==> src/rtl/shot_buzz_if.sv <==
// Signal bundle between the button / shot-counter side and shot_buzz_ctrl.
// The controller takes the slave view; the surrounding logic takes the master view.
interface shot_buzz_if #(
  parameter int CNT_W = 4
);
  logic             shoot_btn;
  logic [CNT_W-1:0] count;
  logic             shoot;
  logic             buzz;
  logic             expired;

  modport master (
    output shoot_btn,
    output count,
    input  shoot,
    input  buzz,
    input  expired
  );

  modport slave (
    input  shoot_btn,
    input  count,
    output shoot,
    output buzz,
    output expired
  );
endinterface

==> src/rtl/shot_buzz_ctrl.sv <==
// Conditions the shoot button into a one-cycle pulse and drives the buzz window /
// expired flag from the shot-clock count. All outputs come straight from flops.
module shot_buzz_ctrl #(
  parameter int DEBOUNCE_CYCLES = 4,
  parameter int BUZZ_CYCLES     = 8,
  parameter int CNT_W           = 4
) (
  input  logic       clk,
  input  logic       rst,
  shot_buzz_if.slave bus
);

  typedef enum logic [1:0] {
    IDLE = 2'b00,
    RUN  = 2'b01,
    BUZZ = 2'b10,
    DONE = 2'b11
  } state_t;

  // Terminal values: the counters stop one short so that the level change and
  // the buzz window land exactly on the configured cycle counts.
  localparam logic [7:0] DEB_LAST  = 8'(DEBOUNCE_CYCLES - 1);
  localparam logic [7:0] BUZZ_LOAD = 8'(BUZZ_CYCLES - 1);

  logic       sync_meta_r;
  logic       btn_sync_r;
  logic       btn_deb_r;
  logic [7:0] deb_cnt_r;
  logic       shoot_r;

  logic       deb_level_nxt_s;
  logic [7:0] deb_cnt_nxt_s;

  state_t     state_r;
  state_t     state_nxt_s;
  logic [7:0] buzz_cnt_r;
  logic [7:0] buzz_cnt_nxt_s;
  logic       buzz_r;
  logic       buzz_nxt_s;
  logic       expired_r;
  logic       expired_nxt_s;

  // Debounce: level follows the synchronized button once it has differed long enough
  always_comb begin
    deb_level_nxt_s = btn_deb_r;
    deb_cnt_nxt_s   = 8'd0;
    if (btn_sync_r == btn_deb_r) begin
      deb_cnt_nxt_s = 8'd0;
    end else if (deb_cnt_r == DEB_LAST) begin
      deb_level_nxt_s = btn_sync_r;
      deb_cnt_nxt_s   = 8'd0;
    end else begin
      deb_cnt_nxt_s = deb_cnt_r + 8'd1;
    end
  end

  // Synchronizer, debounce state and rising-edge shoot pulse
  always_ff @(posedge clk) begin
    if (rst) begin
      sync_meta_r <= 1'b0;
      btn_sync_r  <= 1'b0;
      btn_deb_r   <= 1'b0;
      deb_cnt_r   <= 8'd0;
      shoot_r     <= 1'b0;
    end else begin
      sync_meta_r <= bus.shoot_btn;
      btn_sync_r  <= sync_meta_r;
      btn_deb_r   <= deb_level_nxt_s;
      deb_cnt_r   <= deb_cnt_nxt_s;
      shoot_r     <= deb_level_nxt_s & ~btn_deb_r;
    end
  end

  // Expiry FSM next state; the registered shoot pulse is what the shot counter sees,
  // so the FSM reacts to that same pulse. Shoot outranks the buzz terminal count.
  always_comb begin
    state_nxt_s    = state_r;
    buzz_cnt_nxt_s = buzz_cnt_r;
    buzz_nxt_s     = 1'b0;
    expired_nxt_s  = 1'b0;
    case (state_r)
      IDLE: begin
        if (bus.count != {CNT_W{1'b0}}) begin
          state_nxt_s = RUN;
        end else begin
          state_nxt_s = IDLE;
        end
      end
      RUN: begin
        if (shoot_r) begin
          state_nxt_s = RUN;
        end else if (bus.count == {CNT_W{1'b0}}) begin
          state_nxt_s    = BUZZ;
          buzz_cnt_nxt_s = BUZZ_LOAD;
          buzz_nxt_s     = 1'b1;
        end else begin
          state_nxt_s = RUN;
        end
      end
      BUZZ: begin
        if (shoot_r) begin
          state_nxt_s = IDLE;
        end else if (buzz_cnt_r == 8'd0) begin
          state_nxt_s   = DONE;
          expired_nxt_s = 1'b1;
        end else begin
          state_nxt_s    = BUZZ;
          buzz_cnt_nxt_s = buzz_cnt_r - 8'd1;
          buzz_nxt_s     = 1'b1;
        end
      end
      DONE: begin
        if (shoot_r) begin
          state_nxt_s = IDLE;
        end else begin
          state_nxt_s   = DONE;
          expired_nxt_s = 1'b1;
        end
      end
      default: begin
        state_nxt_s = IDLE;
      end
    endcase
  end

  // FSM state, buzz counter and registered buzz/expired outputs
  always_ff @(posedge clk) begin
    if (rst) begin
      state_r    <= IDLE;
      buzz_cnt_r <= 8'd0;
      buzz_r     <= 1'b0;
      expired_r  <= 1'b0;
    end else begin
      state_r    <= state_nxt_s;
      buzz_cnt_r <= buzz_cnt_nxt_s;
      buzz_r     <= buzz_nxt_s;
      expired_r  <= expired_nxt_s;
    end
  end

  assign bus.shoot   = shoot_r;
  assign bus.buzz    = buzz_r;
  assign bus.expired = expired_r;

endmodule

==> src/flat_wrapper.sv <==
// flat-port wrapper written by rule: the top's interface ports become plain ports
module shot_buzz_ctrl_flat 
#(
  parameter int DEBOUNCE_CYCLES = 4,
  parameter int BUZZ_CYCLES     = 8,
  parameter int CNT_W           = 4
)
  (clk, rst, bus_shoot_btn, bus_count, bus_shoot, bus_buzz, bus_expired);
  shot_buzz_if #(.CNT_W(CNT_W)) bus_i ();
  input  logic clk;
  input  logic rst;
  input wire logic [$bits(bus_i.shoot_btn)-1:0] bus_shoot_btn;
  input wire logic [$bits(bus_i.count)-1:0] bus_count;
  output wire logic [$bits(bus_i.shoot)-1:0] bus_shoot;
  output wire logic [$bits(bus_i.buzz)-1:0] bus_buzz;
  output wire logic [$bits(bus_i.expired)-1:0] bus_expired;
  assign bus_i.shoot_btn = bus_shoot_btn;
  assign bus_i.count = bus_count;
  assign bus_shoot = bus_i.shoot;
  assign bus_buzz = bus_i.buzz;
  assign bus_expired = bus_i.expired;
  shot_buzz_ctrl #(.DEBOUNCE_CYCLES(DEBOUNCE_CYCLES), .BUZZ_CYCLES(BUZZ_CYCLES), .CNT_W(CNT_W)) u_core (.clk(clk), .rst(rst), .bus(bus_i));
endmodule
==> config.mk <==
export PLATFORM = sky130hd
export DESIGN_NAME = shot_buzz_ctrl_flat
export DESIGN_NICKNAME = d
export VERILOG_FILES = /design/src/rtl/shot_buzz_if.sv /design/src/rtl/shot_buzz_ctrl.sv /design/src/flat_wrapper.sv
export SDC_FILE = /design/constraint.sdc
export NUM_CORES = 1
export LEC_CHECK = 0
export BUFFER_PORTS_ARGS = -buffer_cell sky130_fd_sc_hd__buf_2
export CAP_MARGIN = 20
export CORE_UTILIZATION = 50
export CTS_BUF_LIST = sky130_fd_sc_hd__clkbuf_4
export DETAILED_ROUTE_END_ITERATION = 6
export PLACE_DENSITY = 0.67
export SYNTH_ARGS = -nofsm -noshare
export SYNTH_HDL_FRONTEND = slang
export SYNTH_SLANG_ARGS = --single-unit
==> constraint.sdc <==
create_clock -name clk -period 3.4 [get_ports clk]
set_clock_uncertainty 0.05 [all_clocks]
set_input_delay 0.51 -clock clk [delete_from_list [all_inputs] [get_ports clk]]
set_output_delay 0.51 -clock clk [all_outputs]
set_load 0.05 [all_outputs]
# Word level (Yosys, flattened, before mapping)
# Index checks and enable logic that the tools add are counted.
[word_totals]
wordCells = 52
register_bits = 24
out_inout_bits = 3
inputBits = 7
[classes]
n_eq_ne = 9
n_mux = 23
bitwise = 2
n_reduce_logical = 7
n_addsub = 2
[ops]
columns = ["cell", "count"]
rows = [
  ["8-bit 2-to-1 mux", 4],
  ["8-bit one-hot mux with 2 select lines", 1],
  ["1-bit 2-to-1 mux", 11],
  ["8-bit by 1-bit adder with 8-bit output, second input constant", 1],
  ["8-bit by 2-bit equality test with 1-bit output, second input constant", 1],
  ["8-bit logical NOT", 1],
  ["2-bit 2-to-1 mux", 4],
  ["2-bit one-hot mux with 4 select lines", 1],
  ["8-bit by 1-bit subtractor with 8-bit output, second input constant", 1],
  ["2-bit != test, second input constant", 3],
  ["5-bit AND reduction", 1],
  ["2-bit equality test, second input constant", 2],
  ["4-bit logical NOT", 1],
  ["1-bit one-hot mux with 2 select lines", 2],
  ["4-bit nonzero test", 1],
  ["3-bit OR reduction", 1],
  ["2-bit by 1-bit equality test with 1-bit output, second input constant", 1],
  ["2-bit logical NOT", 1],
  ["2-bit by 1-bit != test with 1-bit output, second input constant", 1],
  ["2-bit nonzero test", 1],
  ["1-bit bitwise AND", 1],
  ["1-bit equality test", 1],
  ["1-bit NOT", 1],
]

# Logic depth before layout (Yosys ltp)
# Gate-level depths: netlist of run 1.
[logic_depth]
word_depth = 4
depth_mapped = 7
ltp_nobuf = 6

# Worst setup path after synthesis of run 1
# OpenSTA, ideal clock, no wires.
[synth_timing]
path_kind = "register to register"
start = "reg u_core.shoot_r (netlist: u_core.bus.shoot)"
end = "reg u_core.buzz_cnt_r[7]"
setup_time_ps = 84
path_buffers = 1
synth_period_minus_slack_ps = 1781
t_arrival_ps = 1647
required_time_ps = 3266
stages_incl_launch_ff = 6
slack_ps = 1619
path_cell_list = "dfxtp_1 > buf_2 > or4_4 > nor4_4 > nand3_1 > o31ai_2"
[synth_via]
elab_chain_len = 2
elab_cells_between_ends = 3
cone_classes = "eq/ne (2); reduce/logical (1)"
[synth_lines]
columns = ["element", "line_no", "source"]
rows = [
  ["start, declared", "shot_buzz_ctrl.sv:29", "logic shoot_r;"],
  ["start signal, assigned", "shot_buzz_ctrl.sv:70", "shoot_r <= deb_level_nxt_s & ~btn_deb_r;"],
  ["2-bit != test (no source line)", "--", ""],
  ["5-bit AND reduction (no source line) *", "--", ""],
  ["end signal, assigned", "shot_buzz_ctrl.sv:135", "buzz_cnt_r <= buzz_cnt_nxt_s;"],
  ["end, declared", "shot_buzz_ctrl.sv:36", "logic [7:0] buzz_cnt_r;"],
]
# Every way passes the cells marked *; elsewhere a longest branch is shown, timed or not.
# A chain may end at the register's enable or synchronous reset.

# Worst setup path after layout of run 1
[layout_timing]
start = "reg u_core.deb_cnt_r[0]"
end = "reg u_core.deb_cnt_r[4]"
[layout_via]
elab_chain_len = 2
elab_cells_between_ends = 3
cone_classes = "add/sub (1); eq/ne (1); reduce/logical (1)"
[layout_lines]
columns = ["element", "line_no", "source"]
rows = [
  ["start, declared", "shot_buzz_ctrl.sv:28", "logic [7:0] deb_cnt_r;"],
  ["start signal, assigned", "shot_buzz_ctrl.sv:69", "deb_cnt_r <= deb_cnt_nxt_s;"],
  ["branches (longest 2 deep; another with 8-bit by 1-bit adder with 8-bit output)", "--", ""],
]
# Parallel ways; which one is timed is not known.

==> results of run 1 <==
==> logic make-up (layout without fill, tap and decap cells) <==
kind of cell               after synthesis  in the layout  synth area share, %
AOI/OAI and AO/OA                       30             30                 19.0
xor gates and xnor gates                 7              7                 4.71
muxes                                    1              1                0.769
DFF                                     24             24                 36.9
and+or+nand+nor                         49             49                 25.8
adders and majority gates                6              6                 5.77
buffers and inverters                   19             26                 7.02
==> cells in the final DEF, fill, tap and decap left out, types with 2 or more instances in the layout <==
master    Yosys  routed
nand3_1       6       6
nor2_1       14      14
buf_2         1       9
and3_1        3       3
nor2b_1       2       2
o31ai_1       2       2
nand2b_1      3       3
xnor2_1       2       2
xor2_1        5       5
o21ai_0       4       4
o21a_1        2       2
dfxtp_1      24      24
or4_4         2       2
ha_1          6       6
a211o_2       3       3
nor3_1        4       4
inv_1        13      13
o31ai_2       2       2
clkbuf_4      0       3
a21oi_1       4       4
==> final timing paths <==
path	depth (start not counted)	startpoint	to	slack (ns)
hold / removal	2	bus_shoot_btn	u_core.sync_meta_r$_SDFF_PP0_	0.35
setup reg to reg	5	u_core.deb_cnt_r[0]$_SDFF_PP0_	u_core.deb_cnt_r[4]$_SDFF_PP0_	1.41
hold reg to reg	1	u_core.sync_meta_r$_SDFF_PP0_	u_core.btn_sync_r$_SDFF_PP0_	0.40
setup / recovery	5	u_core.deb_cnt_r[0]$_SDFF_PP0_	u_core.deb_cnt_r[4]$_SDFF_PP0_	1.41
==> per-stage QoR <==
stage | util [%] | cell area (sq um) | power [uW]
finish | 56.3 | 1390 | 581
global route | 56.3 | 1390 | 613
CTS | 56.3 | 1390 | 589
detailed placement | 54.1 | 1340 | 379
global placement | 54.1 | 1340 | 377
floorplan | - | 1300 | 365
==> state kept, by name, summed over array words and instances (netlist names) <==
| register | count |
|---|---|
| u_core.btn_deb_r | 1 |
| u_core.btn_sync_r | 1 |
| u_core.bus.buzz | 1 |
| u_core.bus.expired | 1 |
| u_core.bus.shoot | 1 |
| u_core.buzz_cnt_r | 8 |
| u_core.deb_cnt_r | 8 |
| u_core.state_r | 2 |
| u_core.sync_meta_r | 1 |
==> layout make-up <==
| type | count | area [sq um] |
|---|---|---|
| clock inverters | 1 | 30.0 |
| repair buffers | 9 | 45.0 |
| multi-input cells | 93 | 729 |
| fillers | 227 | 1080 |
| flip-flops and latches | 24 | 480 |
| well taps | 30 | 37.5 |
| clock buffers | 3 | 22.5 |
| inverters | 13 | 48.8 |
==> layer usage <==
metal / vias to the layer above / GRT usage [%]
met4: 0 / 7.89
met2: 11 / 30.4
met5: - / 0
met1: 453 / 25.5
met3: 2 / 2.59
li1: 498 / -
==> worst register-to-register path: cells and delay by family, from the launching register on <==
kind,cells,cell delay [ns]
simple gates,4,1.16
flops,1,0.43
fa+ha+maj,1,0.26
==> power groups by stage <==
stage                     registers (uW)  logic, uW  clock network (uW)
final                                295       79.5                 206
after CTS                            295       79.3                 215
after floorplan                      299       65.8                   0
after detailed placement             301       78.5                   0
after global routing                 296       86.6                 230
after global placement               301       76.2                   0
==> flow_metrics.env, run 1 <==
export IMPL_wl_per_cell_um=13.6
export IMPL_clock_path_buffers=2
export IMPL_syn_avg_cell_area_sq_um=9.57
export IMPL_std_cell_rows=18
export IMPL_numCtsBuffers=3
export IMPL_ctsResizeCount=0
export IMPL_antenna_cells=0
export IMPL_async_flop_share_pct=0
export IMPL_postRouteAntennaNets=0
export IMPL_clk_pin_slew_ns=0.13
export IMPL_p_switching_uw=140
export IMPL_cts_tree="done"
export IMPL_worst_pin_slew_ns=0.553
export IMPL_fin_cells=173
export IMPL_met3_length_um=49
export IMPL_yosys_cell_count_top_type="dfxtp_1"
export IMPL_setup_tns_ns=0
export IMPL_start_util_pct=52.5
export IMPL_gp_congestion=0.737
export IMPL_final_setup_viol_count=0
export IMPL_cpMaxStageDelayCell="or4b_1"
export IMPL_routed_via_density=5.57
export IMPL_grt_max_degree=23
export IMPL_holdBufCountCts=0
export IMPL_post_dp_hpwl_um=1630
export IMPL_yosys_warnings=0
export IMPL_die_h_um=53.0
export IMPL_drv_cap=0
export IMPL_clk_insertion_delay_late_ns=0.31
export IMPL_powerDensity_nw_per_um2=417
export IMPL_routed_top_layer="met4"
export IMPL_drive_gt1_share_pct=21.7
export IMPL_die_area_sq_um=2810
export IMPL_max_clock_freq_mhz=502
export IMPL_ys_ff_latch=24
export IMPL_layout_min_cycle_time_ns=1.99
export IMPL_synth_edf_count=0
export IMPL_slew_viol_final=0
export IMPL_crit_fanout=8
export IMPL_cp_required_ns=3.56
export IMPL_fin_crit_sh_pct=58.6
export IMPL_portBuffers=9
export IMPL_combPwrFrac_pct=13.7
export IMPL_post_cts_buffers=0
export IMPL_p_seq_share_pct=50.8
export IMPL_synth_nets=149
export IMPL_synthFlopType="dfxtp_1"
export IMPL_place_ws_ns=1.24
export IMPL_yosys_top_cells_area="dfxtp_1 37%, ha_1 5.8%, nor2_1 4.0%"
export IMPL_swShare_pct=24.1
export IMPL_peakVddDrop_uv=223
export IMPL_crit_type="register to register"
export IMPL_grt_overflow_total=0
export IMPL_netlist_area_sq_um=1300
export IMPL_crit_arrival_ns=2.15
export IMPL_dr_pass1_iters=4
export IMPL_grt_usage_pct=19.1
export IMPL_synth_top_area_share_pct=36.9
export IMPL_min_path_type="input pin to register"
export IMPL_layout_nets=157
export IMPL_synthTopCellsByCount="24 x dfxtp_1, 14 x nor2_1, 13 x inv_1, 6 x ha_1, 6 x nand3_1"
export IMPL_ys_types=51
export IMPL_hold_slack_ns=0.354
export IMPL_outcome="complete, no violations"
export IMPL_intPower_uw=441
export IMPL_pin_count=10
export IMPL_yosys_area_top_type="dfxtp_1"
export IMPL_routed_via_count=964
export IMPL_area_growth_syn_to_layout_pct=7.12
export IMPL_drc=0
export IMPL_critical_path_top_delay_family="simple AND/OR/NAND/NOR gates"
export IMPL_coreArea_sq_um=2480
export IMPL_p_leak_uw=0.000542
export IMPL_cts_root_buf="clkbuf_4"
export IMPL_rsz0062_at_grt="false"
export IMPL_clock_power_share_pct=35.5
export IMPL_slew_headroom_pct=63.1
export IMPL_max_stage_delay_ns=0.47
export IMPL_antenna_found_initial=0
export IMPL_wl_met2_um=1100
export IMPL_crit_chain="ha_1 > or4b_1 > nor4_2 > or3_1 > nor2_1"
export IMPL_ys_seq_area_share_pct=36.9
export IMPL_drt_initial_drc_count=16
export IMPL_setup_slack_ns=1.41
export IMPL_htree_levels=1
export IMPL_place_inst=169
export IMPL_clock_sinks=24
export IMPL_die_width_um=53.0
export IMPL_grt_pass1_wl_um=3910
export IMPL_crit_buf_inv=0
export IMPL_wirelength_um=2360
export IMPL_synthCells=136
export IMPL_grt_pass1_vias=906
export IMPL_wl_met1_um=1190
export IMPL_hold_viol=0
export IMPL_cp_start_kind="register"
export IMPL_end_kind="register"
(Power assumes the default switching activity.)
==> run 2: changes to the inputs <==
clock period = 2.1 ns   (was 3.4 ns; I/O delays follow)
==> run 2 against run 1 <==
  * Sequential share of layout area shrank 0.55 points
  * Maximum frequency grew 3.7%
  * Cell count grew 1.7%
  * Worst setup slack lost 1.2 ns
  * Largest cell class unchanged
  * First-iteration DRC count grew 6.3%
  * Non-clock buffer count grew 3
  * Global-route usage grew 0.15 points
  * Via count grew 4.0%
  * Critical path depth is the same
==> flow_metrics.env, run 2 (synthesized netlist as in run 1, its figures left out) <==
export IMPL_cts_root_buf="clkbuf_4"
export IMPL_antenna_cells=0
export IMPL_clk_pin_slew_ns=0.14
export IMPL_crit_cells=5
export IMPL_final_setup_viol_count=0
export IMPL_p_switching_uw=231
export IMPL_cts_tree="done"
export IMPL_grt_pass1_wl_um=3880
export IMPL_die_area_sq_um=2810
export IMPL_grt_usage_pct=19.2
export IMPL_grt_pass1_vias=890
export IMPL_crit_type="register to register"
export IMPL_wirelength_um=2320
export IMPL_die_h_um=53.0
export IMPL_std_cell_rows=18
export IMPL_portBuffers=9
export IMPL_place_inst=172
export IMPL_end_kind="register"
export IMPL_layout_nets=160
export IMPL_crit_buf_inv=0
export IMPL_cp_required_ns=2.27
export IMPL_peakVddDrop_uv=461
export IMPL_ctsResizeCount=0
export IMPL_critical_path_top_delay_family="simple AND/OR/NAND/NOR gates"
export IMPL_final_cell_mix="24 x dfxtp_1, 14 x nor2_1, 13 x inv_1"
export IMPL_routed_top_layer="met4"
export IMPL_hold_path_depth=2
export IMPL_slew_viol_final=0
export IMPL_fillers=231
export IMPL_postRouteAntennaNets=0
export IMPL_routed_via_count=1003
export IMPL_htree_levels=1
export IMPL_p_leak_uw=0.000557
export IMPL_largest_registers="u_core.buzz_cnt_r (8), u_core.deb_cnt_r (8), u_core.state_r (2)"
export IMPL_outcome="complete, no violations"
export IMPL_start_util_pct=52.5
export IMPL_place_area_sq_um=1360
export IMPL_crit_fanout=8
export IMPL_grt_overflow_total=0
export IMPL_powerDensity_nw_per_um2=668
export IMPL_coreArea_sq_um=2480
export IMPL_wl_per_cell_um=13.2
export IMPL_grt_max_degree=15
export IMPL_dr_pass1_iters=4
export IMPL_holdBufCountCts=0
export IMPL_crit_arrival_ns=2.10
export IMPL_post_cts_buffers=0
export IMPL_routed_via_density=5.70
export IMPL_post_dp_hpwl_um=1750
export IMPL_layout_min_cycle_time_ns=1.92
export IMPL_drive_gt1_share_pct=23.3
export IMPL_cp_start_kind="register"
export IMPL_max_stage_delay_ns=0.45
export IMPL_clk_insertion_delay_late_ns=0.33
export IMPL_drc=0
export IMPL_cpMaxStageDelayCell="or4b_1"
export IMPL_slew_headroom_pct=70.8
export IMPL_rsz0062_at_grt="false"
export IMPL_die_width_um=53.0
export IMPL_antenna_found_initial=0
export IMPL_pin_count=10
export IMPL_p_seq_share_pct=50.5
export IMPL_drt_initial_drc_count=17
export IMPL_area_growth_syn_to_layout_pct=8.85
export IMPL_drv_cap=0
export IMPL_gp_congestion=0.744
export IMPL_fin_crit_sh_pct=91.5
export IMPL_min_path_type="input pin to register"
export IMPL_final_common_cell="dfxtp_1"
export IMPL_multiInputGateArea_sq_um=729
export IMPL_wl_met2_um=1040
export IMPL_fin_cells=176
export IMPL_seq_area_sq_um=480
export IMPL_intPower_uw=716
export IMPL_hold_viol=0
export IMPL_crit_chain="ha_1 > or4b_1 > nor4_2 > or3_1 > nor2_1"
export IMPL_met3_length_um=99
export IMPL_max_clock_freq_mhz=520
export IMPL_worst_pin_slew_ns=0.433
export IMPL_numCtsBuffers=3
export IMPL_clock_path_buffers=2
export IMPL_swShare_pct=24.4
export IMPL_rr_worst_depth=5
export IMPL_combPwrFrac_pct=13.5
export IMPL_clock_power_share_pct=36.0
export IMPL_wl_met1_um=1150
export IMPL_clock_sinks=24
export IMPL_setup_tns_ns=0
export IMPL_stdcell_area_sq_um=1420
run 2: cell count changes in the layout (fill, tap and decap cells not counted), sizes merged:
cell,previous run,this run
buf,9,12
run 2: worst paths after layout:
path,startpoint,slack (ns),to
max reg2reg,u_core.deb_cnt_r[0]$_SDFF_PP0_,0.18,u_core.deb_cnt_r[2]$_SDFF_PP0_
min,bus_shoot_btn,0.14,u_core.sync_meta_r$_SDFF_PP0_
min reg2reg,u_core.sync_meta_r$_SDFF_PP0_,0.43,u_core.btn_sync_r$_SDFF_PP0_
max,u_core.deb_cnt_r[0]$_SDFF_PP0_,0.18,u_core.deb_cnt_r[2]$_SDFF_PP0_
run 2: area by class of cell:
cell class | count | share of cell area (%)
Clock buffer | 3 | 1.59
Clock inverter | 1 | 2.12
Inverter | 13 | 3.45
Multi-Input combinational cell | 93 | 51.5
Sequential cell | 24 | 33.9
Tap cell | 30 | 2.65
Timing Repair Buffer | 12 | 4.77
run 2: routing by layer:
layer	track usage (%)	up-vias
li1	-	508
met1	25.7	465
met2	29.3	27
met3	2.59	3
met4	10.5	0
met5	0	-
run 2: metrics by stage:
step / util (%) / setup slack, ns / power [uW] / hold slack, ns
4_1_cts: 57.2 / 0.177 / 959 / 0.138
3_3_place_gp: 55.1 / 0.224 / 612 / 0.375
2_1_floorplan: - / 0.319 / 591 / 0.364
5_1_grt: 57.2 / 0.0817 / 992 / 0.132
3_5_place_dp: 55.1 / 0.175 / 615 / 0.396
6_report: 57.2 / 0.178 / 946 / 0.141
run 2: power groups by stage:
stage / Combinational, uW / Clock, uW / Sequential [uW]
2_1_floorplan: 106 / 0 / 485
3_3_place_gp: 125 / 0 / 487
3_5_place_dp: 128 / 0 / 488
4_1_cts: 128 / 352 / 478
5_1_grt: 143 / 369 / 480
6_report: 128 / 340 / 478
==> run 3: changes to the inputs <==
CORE_UTILIZATION = 55   (was 50)
PLACE_DENSITY = 0.73   (was 0.67)
==> run 3 against run 2 <==
  * Cell count shrank 1.1%
  * First-iteration DRC count shrank 29%
  * Non-clock buffer count is the same
  * Sequential share of layout area grew 0.060 points
  * Maximum frequency grew 2.3%
==> flow_metrics.env, run 3 (synthesized netlist as in run 1, its figures left out) <==
export IMPL_outcome="complete, no violations"
export IMPL_antenna_found_initial=0
export IMPL_drv_cap=0
export IMPL_multiInputGateArea_sq_um=729
export IMPL_layout_min_cycle_time_ns=1.88
export IMPL_crit_buf_inv=0
export IMPL_crit_chain="ha_1 > or4b_1 > nor4_2 > or3_1 > nor2_1"
export IMPL_area_growth_syn_to_layout_pct=8.65
export IMPL_cts_tree="done"
export IMPL_rr_worst_depth=5
export IMPL_timing_rr_end="u_core.deb_cnt_r[2]$_SDFF_PP0_"
export IMPL_post_dp_hpwl_um=1760
export IMPL_grt_pass1_vias=912
export IMPL_layout_nets=160
export IMPL_fillers=197
export IMPL_hold_viol=0
export IMPL_final_cell_mix="24 x dfxtp_1, 14 x nor2_1, 13 x inv_1"
export IMPL_seq_area_sq_um=480
export IMPL_grt_max_degree=15
export IMPL_die_width_um=50.6
export IMPL_peakVddDrop_uv=584
export IMPL_die_h_um=50.6
export IMPL_clock_sinks=24
export IMPL_hold_path_depth=2
export IMPL_slew_headroom_pct=69.4
export IMPL_pin_count=10
export IMPL_r2r_start="u_core.deb_cnt_r[0]$_SDFF_PP0_"
export IMPL_clk_pin_slew_ns=0.14
export IMPL_wirelength_um=2300
export IMPL_max_clock_freq_mhz=532
export IMPL_antenna_cells=0
export IMPL_crit_fanout=8
export IMPL_rsz0062_at_grt="false"
export IMPL_wl_per_cell_um=13.2
export IMPL_slew_viol_final=0
export IMPL_critical_path_top_delay_family="simple AND/OR/NAND/NOR gates"
export IMPL_std_cell_rows=17
export IMPL_cp_start_kind="register"
export IMPL_routed_via_count=990
export IMPL_min_path_type="input pin to register"
export IMPL_place_ws_ns=0.177
export IMPL_worst_pin_slew_ns=0.456
export IMPL_holdBufCountCts=0
export IMPL_drc=0
export IMPL_crit_arrival_ns=2.04
export IMPL_final_setup_viol_count=0
export IMPL_coreArea_sq_um=2210
export IMPL_cpMaxStageDelayCell="or4b_1"
export IMPL_start_util_pct=58.8
export IMPL_numCtsBuffers=3
export IMPL_die_area_sq_um=2560
export IMPL_setup_slack_ns=0.220
export IMPL_reg2reg_slack_ns=0.22
export IMPL_ctsResizeCount=0
export IMPL_post_cts_buffers=0
export IMPL_routed_via_density=5.69
export IMPL_final_common_cell="dfxtp_1"
export IMPL_htree_levels=1
export IMPL_startpoint="u_core.deb_cnt_r[0]$_SDFF_PP0_"
export IMPL_place_area_sq_um=1360
export IMPL_max_stage_delay_ns=0.46
export IMPL_hold_path_end="u_core.sync_meta_r$_SDFF_PP0_"
export IMPL_gp_congestion=0.793
export IMPL_stdcell_area_sq_um=1410
export IMPL_cts_root_buf="clkbuf_4"
export IMPL_drive_gt1_share_pct=23.3
export IMPL_fin_crit_sh_pct=89.5
export IMPL_end_kind="register"
export IMPL_grt_pass1_wl_um=4060
export IMPL_powerDensity_nw_per_um2=665
export IMPL_crit_type="register to register"
export IMPL_postRouteAntennaNets=0
export IMPL_dr_pass1_iters=4
export IMPL_portBuffers=9
export IMPL_worstHoldStart="bus_shoot_btn"
export IMPL_p_leak_uw=0.000557
export IMPL_drt_initial_drc_count=12
export IMPL_setup_tns_ns=0
export IMPL_grt_usage_pct=21.1
export IMPL_grt_overflow_total=0
export IMPL_cp_required_ns=2.26
export IMPL_largest_registers="u_core.buzz_cnt_r (8), u_core.deb_cnt_r (8), u_core.state_r (2)"
export IMPL_clk_insertion_delay_late_ns=0.31
export IMPL_clock_path_buffers=2
==> run 3: cell counts in the layout (fill, tap and decap cells not counted) <==
No cell type changed its count.
==> run 3: area by class of cell <==
class | count | area share [%]
clock buffers | 3 | 1.59
repair buffers | 12 | 4.78
multi-input cells | 93 | 51.6
well taps | 28 | 2.48
flip-flops and latches | 24 | 34.0
clock inverters | 1 | 2.12
inverters | 13 | 3.45
==> run 3: worst max path at each step <==
stage,endpoint,slack [ns],cells past startpoint
2_1_floorplan,u_core.buzz_cnt_r[7]$_SDFFE_PP0P_,0.32,5
3_3_place_gp,u_core.buzz_cnt_r[1]$_SDFFE_PP0P_,0.23,5
3_5_place_dp,u_core.buzz_cnt_r[1]$_SDFFE_PP0P_,0.18,5
4_1_cts,u_core.deb_cnt_r[2]$_SDFF_PP0_,0.22,5
5_1_grt,u_core.deb_cnt_r[3]$_SDFF_PP0_,0.002,5
6_report,u_core.deb_cnt_r[2]$_SDFF_PP0_,0.22,5
==> run 3: through the flow <==
stage	cells	hold slack [ns]	util, %	power, uW
after floorplan	136	0.364	-	591
after global placement	170	0.381	61.5	610
after detailed placement	170	0.392	61.5	615
after CTS	174	0.164	63.9	947
after global routing	174	0.144	63.9	981
final	174	0.164	63.9	940
==> run 3: worst reg2reg max path: cells and delay by family (launching register included) <==
kind	cells	cell delay (ns)
fa+ha+maj	1	0.17
flops	1	0.41
simple gates	4	1.15
==> run 3: where the power goes <==
| part | total, uW | switching [uW] | internal [uW] |
|---|---|---|---|
| clock network | 334 | 141 | 193 |
| logic | 129 | 72.8 | 55.8 |
| registers | 477 | 10.3 | 467 |
| total | 940 | 225 | 715 |
==> run 3: per-layer routing <==
metal	wire length [um]	GRT usage (%)	share of wire, %
met5	0	0	0
met4	14	8.80	0.61
met3	64	3.94	2.8
met2	1070	31.3	47
met1	1150	29.6	50
